===== config.mk =====
export PLATFORM = sky130hd
export DESIGN_NAME = beat_sequencer
export DESIGN_NICKNAME = d
export VERILOG_FILES = /design/src/rtl/beat_sequencer.sv
export SDC_FILE = /design/constraint.sdc
export NUM_CORES = 1
export LEC_CHECK = 0
export ABC_CLOCK_PERIOD_IN_PS = 2400
export BUFFER_PORTS_ARGS = -buffer_cell sky130_fd_sc_hd__buf_4
export CAP_MARGIN = 0
export CORE_ASPECT_RATIO = 1.75
export CORE_UTILIZATION = 40
export DETAILED_ROUTE_END_ITERATION = 10
export PLACE_DENSITY_LB_ADDON = 0.08
export SYNTH_ARGS = -nofsm -noshare
export SYNTH_HDL_FRONTEND = slang
export SYNTH_SLANG_ARGS = --single-unit

===== constraint.sdc =====
create_clock -name clk -period 2.4 [get_ports clk]
set_clock_uncertainty 0.2 [all_clocks]
set_input_delay 0 -clock clk [delete_from_list [all_inputs] [get_ports clk]]
set_output_delay 0 -clock clk [all_outputs]
set_load 0.005 [all_outputs]

===== src/rtl/beat_sequencer.sv =====
// beat_sequencer: walks a writable note-pattern RAM one step per
// rising beat flag and emits each step's lane bitmap as a note event.
module beat_sequencer #(
    parameter int LANES = 4,
    parameter int DEPTH = 16,
    parameter int AW    = 4
) (
    input  logic             clk,
    input  logic             rst,
    input  logic             beat_in,
    input  logic             start,
    input  logic             stop,
    input  logic             pause,
    input  logic             loop_en,
    input  logic [AW:0]      len,
    input  logic             wr_en,
    input  logic [AW-1:0]    wr_addr,
    input  logic [LANES-1:0] wr_data,
    output logic             note_valid,
    output logic [LANES-1:0] note_lanes,
    output logic [AW-1:0]    step,
    output logic             busy,
    output logic             paused,
    output logic             done
);

    typedef enum logic [1:0] {
        S_IDLE,
        S_RUN,
        S_PAUSE,
        S_DONE
    } state_t;

    localparam logic [AW:0] DEPTH_W = (AW+1)'(DEPTH);

    state_t           r_state;
    logic [LANES-1:0] r_ram [DEPTH];
    logic             r_beat_q;
    logic [AW:0]      r_len_q;
    logic [AW-1:0]    r_step;
    logic             r_note_valid;
    logic [LANES-1:0] r_note_lanes;

    logic             w_beat_rise;
    logic             w_stopped;
    logic             w_last;
    logic [AW:0]      w_len_clip;

    assign w_beat_rise = beat_in & ~r_beat_q;
    assign w_stopped   = (r_state == S_IDLE) || (r_state == S_DONE);
    assign w_last      = ({1'b0, r_step} == (r_len_q - 1'b1));
    assign w_len_clip  = (len > DEPTH_W) ? DEPTH_W : len;

    // Pattern RAM: writable only while playback is stopped
    always_ff @(posedge clk) begin
        if (wr_en && w_stopped) begin
            r_ram[wr_addr] <= wr_data;
        end
    end

    // Playback FSM with beat edge detect and registered note outputs
    always_ff @(posedge clk) begin
        if (rst) begin
            r_state      <= S_IDLE;
            r_beat_q     <= 1'b1;
            r_len_q      <= '0;
            r_step       <= '0;
            r_note_valid <= 1'b0;
            r_note_lanes <= '0;
        end else begin
            r_beat_q     <= beat_in;
            r_note_valid <= 1'b0;
            if (stop) begin
                r_state <= S_IDLE;
                r_step  <= '0;
            end else begin
                unique case (r_state)
                    S_IDLE, S_DONE: begin
                        if (start && (len != '0)) begin
                            r_len_q <= w_len_clip;
                            r_step  <= '0;
                            r_state <= S_RUN;
                        end
                    end
                    S_RUN: begin
                        if (pause) begin
                            r_state <= S_PAUSE;
                        end else if (w_beat_rise) begin
                            r_note_valid <= 1'b1;
                            r_note_lanes <= r_ram[r_step];
                            if (w_last) begin
                                r_step <= '0;
                                if (!loop_en) begin
                                    r_state <= S_DONE;
                                end
                            end else begin
                                r_step <= r_step + 1'b1;
                            end
                        end
                    end
                    S_PAUSE: begin
                        if (!pause) begin
                            r_state <= S_RUN;
                        end
                    end
                    default: r_state <= S_IDLE;
                endcase
            end
        end
    end

    assign note_valid = r_note_valid;
    assign note_lanes = r_note_lanes;
    assign step       = r_step;
    assign busy       = (r_state == S_RUN) || (r_state == S_PAUSE);
    assign paused     = (r_state == S_PAUSE);
    assign done       = (r_state == S_DONE);

endmodule


**After elaboration in Yosys (flattened, before gate mapping)**

Memories as Yosys holds them, arrays and structs flattened. A register that Yosys moved wholly into a read port is not among the register bits.
Cells that the tools add are included.

- Add/subtract/negate cells: 2
- Multiply operators: 0
- Div/mod/pow operators: 0
- $lt $le $gt $ge: 1
- Equal/unequal tests: 11
- Shift-type cells: 0
- Multiplexer cells: 16
- Bitwise gates (word level): 5
- Reduce and logical (&&, ||, !) cells: 14

Operator list:

| operator | number |
|---|---|
| $mux W4 | 4 |
| $mux W2 | 6 |
| $ne A3 B3 Y1 const B | 3 |
| $ne A2 B2 Y1 const B | 4 |
| $pmux W4 S2 | 1 |
| $reduce_and A4 Y1 | 2 |
| $pmux W2 S3 | 1 |
| $eq A4 B5 Y1 | 1 |
| $gt A5 B5 Y1 const B | 1 |
| $mux W5 | 1 |
| $reduce_and A5 Y1 | 1 |
| $reduce_bool A5 Y1 | 1 |
| $sub A5 B1 Y5 const B | 1 |
| $add A4 B1 Y4 const B | 1 |
| $eq A2 B2 Y1 const B | 2 |
| $not A1 Y1 | 4 |
| $reduce_or A2 Y1 | 2 |
| $reduce_or A4 Y1 | 1 |
| $mux W1 | 3 |
| $reduce_and A3 Y1 | 1 |
| $eq A2 B1 Y1 const B | 1 |
| $logic_and A1 B1 Y1 | 2 |
| $logic_not A2 Y1 | 1 |
| $logic_or A1 B1 Y1 | 2 |
| 2 further kinds | 2 |

- Register bits after elaboration: 13
- Latch bits: 0
- Bits in writable memories: 64
- Bits in read-only memories: 0
- Bits of input ports: 21
- Output and inout bits: 12
- Logic and storage cells: 55
- Memories: 1

Memories:

| memory | words | width | rd ports | clocked after Yosys merged registers in | write ports | RTL line | source |
|---|---|---|---|---|---|---|---|
| r_ram | 16 | 4 | 1 | 1 | 1 | 37 | `logic [LANES-1:0] r_ram [DEPTH];` |

**Depth between registers and ports, before layout**

- Word-level depth: 6
- Gate-level depth with buffers: 8
- Mapped depth without buffers: 7

**Worst setup path after synthesis**

No wires, ideal clock.

- Path kind: reg2reg
- Start: register r_len_q[0]
- End: register r_state[1]
- Library setup time: 0.079 ns
- Data arrival time: 1.895 ns
- Required time: 2.121 ns
- Path slack: 0.226 ns
- Stages on the path, launching flop included: 8
- Path buffers: 0
- Period minus slack after synthesis: 2.174 ns
- Cells stage by stage: dfxtp_1 -> inv_1 -> ha_1 -> xor2_1 -> o32ai_1 -> o2111ai_2 -> or4b_4 -> a211oi_2

- Longest elaborated chain between the ends: 4

Ends and longest elaborated chain:

| element | RTL line | source |
|---|---|---|
| start, declared | 39 | `logic [AW:0] r_len_q;` |
| start signal, assigned | 80 | `r_len_q <= w_len_clip;` |
| $sub A5 B1 Y5 | 51 | `assign w_last = ({1'b0, r_step} == (r_len_q - 1'b1));` |
| $eq A4 B5 Y1 | 51 |  |
| $ne A3 B3 Y1 (no line) | -- |  |
| $reduce_and A5 Y1 (no line) | -- |  |
| end signal, assigned | 64 | `r_state <= S_IDLE;` |
| end signal, assigned | 74 | `r_state <= S_IDLE;` |
| end signal, assigned | 82 | `r_state <= S_RUN;` |
| end, declared | 36 | `state_t r_state;` |

No other way between the ends.
A chain may end at the register's enable or synchronous reset.

**Worst setup path after layout**

- Start: register r_state[0]
- End: memory r_ram[0][1], enable pin

- Longest elaborated chain between the ends: 5
- Elaborated cells on any way between the ends: 6
- Those cells by class: eq/ne: 1; mux: 2; reduce/logical: 3

Ends and longest elaborated chain:

| element | RTL line | source |
|---|---|---|
| $eq A2 B2 Y1 / $logic_not A2 Y1 (equally long branches) | 50 | `assign w_stopped = (r_state == S_IDLE) \|\| (r_state == S_DONE);` |
| $logic_or A1 B1 Y1 * | 50 |  |
| $logic_and A1 B1 Y1 * | 56 | `if (wr_en && w_stopped) begin` |
| $mux W1 * | 56 |  |
| $mux W1 (not written as such) * | 57 | `r_ram[wr_addr] <= wr_data;` |
| end, declared | 37 |  |

Mark *: on every way between the ends. The rest lies on a longest branch, timed or not.

==> summary.md <==
| Metric | Value |
|---|---|
| Status | `completed` |
| # fillers | `736` |
| Num ports | `33` |
| Die width | `72.53 um` |
| Sequential fraction of design power | `49.0%` |
| Compound-gate portion of the synthesized area | `4.492%` |
| Worst-Margin Slew | `444.3 ps` |
| Remaining routing DRC violations | `0` |
| Lkg Pwr | `1.533 nW` |
| Largest net degree at the start of global routing | `23` |
| Clk sinks | `81` |
| Syn. warnings | `0` |
| Hold/Removal Path Class | `input port to flip-flop` |
| Fin cells | `405` |
| Logic pwr share | `5.7%` |
| Dpl ws | `107.6 ps` |
| Seq/Total Area, Yosys | `64.97%` |
| Vias in the first global route | `2228` |
| Simple-gate share of the synthesized area | `10.35%` |
| Cell with the most instances after synthesis | `edfxtp_1` |
| Clock power frac | `45.3%` |
| Pwr per Cell Area | `712.2 mW/mm^2` |
| Die Area | `0.009097 mm^2` |
| Placed inst area | `0.003925 mm^2` |
| Placed Cells incl. Taps | `372` |
| Tot Pwr | `0.003142 W` |
| Layout cells sized above 1 | `30.34%` |
| Share of the synthesized area in the top cell type | `55.19%` |
| Cts bufs inserted | `9` |
| Worst EP required | `2250 ps` |
| Post-Route WL | `7521 um` |
| Slew headroom | `70.27%` |
| Antenna fix cells | `0` |
| Iter 0 DRT Violations | `87` |
| Ys flop type | `edfxtp_1` |
| Max H-tree Level | `3` |
| DR pass1 iterations | `4` |
| Worst Path Max Fanout | `9` |
| Post-Syn Nets | `246` |
| Fin. Hold Viols | `0` |
| Nets | `311` |
| Internal Pwr Total | `0.002521 W` |
| Peak VDD IR | `575.6 uV` |
| Count of final setup violators | `0` |
| Worst-Skew Late Latency | `330 ps` |
| Synth top area cells | `edfxtp_1 55%, mux4_2 13%, dfxtp_1 9.8%` |
| Crit Path Class | `flip-flop to flip-flop` |
| Async SR Flop Fraction | `0%` |
| Antenna violations before repair | `0` |
| FP Rows | `44` |
| Final worst-path cycle share | `92.48%` |
| Worst-path clk slew | `60 ps` |
| Worst setup EP type | `flip-flop` |
| Core Box Area | `0.008368 mm^2` |
| Tot GR Track Use | `18.57%` |
| Via-to-Cell Ratio | `5.067` |
| Final setup margin | `180.6 ps` |
| Startpoint types | `flip-flop` |
| Vias | `2052` |
| Post-synthesis cell count | `220` |
| Chip Height | `125.4 um` |
| Final Cell Area | `0.004412 mm^2` |
| Sw power | `0.0006207 W` |
| Synth cell count leaders | `64 x edfxtp_1, 24 x nor2_1, 20 x mux4_2` |
| Routed Antenna Nets | `0` |
| Arr. time, crit path | `2070 ps` |
| Syn avg cell area | `15.83 um^2` |
| Syn-to-layout area delta | `26.70%` |
| CTS root buf | `clkbuf_16` |
| Fin. max-slew vios | `0` |
| Post-synth top area cell | `edfxtp_1` |
| RD Place Congestion | `0.7880` |
| Hpwl dp | `5522 um` |
| CP max stage delay | `430 ps` |
| Adder-Cell Fraction of Synth Area | `1.797%` |
| Number of synthesized flops with an enable pin | `64` |
| Sum of negative setup slack | `0 ps` |
| CP max stage cell | `ha_2` |
| Overflow after GRT | `0` |
| TritonCTS clock tree | `built` |
| FMAX | `450.6 MHz` |
| Starting Density | `41.61%` |
| Routed WL per cell | `18.57 um` |
| Deepest clock path buffer count | `2` |
| Sw Ratio | `19.76%` |
| Setup bufs post-CTS | `0` |
| Mux contribution to synthesized area | `14.37%` |
| Combinational family with the most area after synthesis | `multiplexers` |
| Max-Cap Viols | `0` |
| Unrepaired setup endpoints after global routing | `no` |
| Area of the mapped netlist | `0.003482 mm^2` |
| Distinct cells, synth | `40` |
| IO buf count | `32` |
| Yosys reg bits | `81` |
| Post-synthesis xor/xnor area fraction | `1.258%` |
| Cell Chain, Critical Path | `inv_1 -> ha_2 -> nand2_1 -> or3_1 -> nor3_1 -> buf_4` |
| Clock period minus worst slack | `2219 ps` |
| First-pass GRT wire length | `11810 um` |
-- worst max-delay path: cells and delay by family, from the launching register on --
family        cells  cell delay (ps)
fa+ha+maj         1              430
flops             1              400
buf+inv           2              250
simple gates      3              660
-- layout by cell type, fill, tap and decap left out, types with 2 or more instances in the layout --
cell,instances
o211ai_1,2
nor2_1,24
or3_1,2
edfxtp_1,64
dlygate4sd3_1,17
ha_2,2
or2_2,2
a22oi_1,2
bufinv_16,2
nor3_1,6
clkinvlp_4,2
inv_1,4
xor2_1,4
nand4_1,4
buf_4,47
clkinv_1,4
mux2i_1,5
ha_1,3
mux4_2,20
nand4b_1,3
a21oi_1,5
nor3b_1,4
dfxtp_1,17
clkbuf_16,9
nand2b_1,3
nand2_1,8
a22o_1,4
nor2b_1,5
-- sequential cells by signal (all words and copies together), names as in the netlist --
signal	flops
note_lanes	4
r_ram	64
r_beat_q	1
note_valid	1
r_state	2
r_len_q	5
step	4
-- routing by layer --
| metal | wire (um) | GRT usage, % | vias to the layer above |
|---|---|---|---|
| li1 | - | - | 984 |
| met1 | 2642 | 18.40 | 1003 |
| met2 | 4390 | 34.63 | 49 |
| met3 | 210 | 3.626 | 16 |
| met4 | 278 | 10.27 | 0 |
| met5 | 0 | 0 | - |
-- final timing paths --
check                start             to  slack (ps)  cells after the start
max             r_state[0]    r_ram[0][1]         180                      6
min             wr_addr[3]   r_ram[11][1]          20                      3
max reg2reg     r_state[0]    r_ram[0][1]         180                      6
min reg2reg  note_lanes[0]  note_lanes[0]         300                      1
-- kinds of logic (layout without fill, tap and decap cells) --
logic type / Yosys count / after routing
mux: 25 / 25
xor+xnor: 5 / 5
flops: 81 / 81
simple gates: 67 / 67
compound gates: 20 / 20
buf+inv: 17 / 87
fa+ha+maj: 5 / 5
-- per-stage QoR --
stage	hold slack [ps]	util, %
floorplan	-101.1	-
finish	18.00	52.72
global route	42.78	52.72
detailed placement	12.54	46.90
global placement	10.17	46.90
CTS	17.36	52.66
-- final cells by class --
type	count	area, um^2	share of cell area [%]
Inverter	6	22.52	0.5105
Multi-Input combinational cell	122	1129	25.58
Clock buffer	10	229.0	5.190
Timing Repair Buffer	65	543.0	12.31
Sequential cell	81	2262	51.28
Tap cell	115	143.9	3.261
Clock inverter	6	82.58	1.872
-- timing repair --
item                                    in CTS  in global routing
endpoints found under the setup margin       0                  6
hold buffers                                17                  0
hold endpoints to repair                    94                  0
gates resized for setup                      0                  2
-- power by group through the flow --
stage                     Sequential (W)  Clock [W]  Combinational [W]
after floorplan                  0.00157          0          0.0000793
after global placement           0.00157          0           0.000157
after detailed placement         0.00157          0           0.000158
after CTS                        0.00154    0.00145           0.000180
after global routing             0.00154    0.00150           0.000195
final                            0.00154    0.00142           0.000178
No activity file was read; power rests on OpenSTA's default activity.
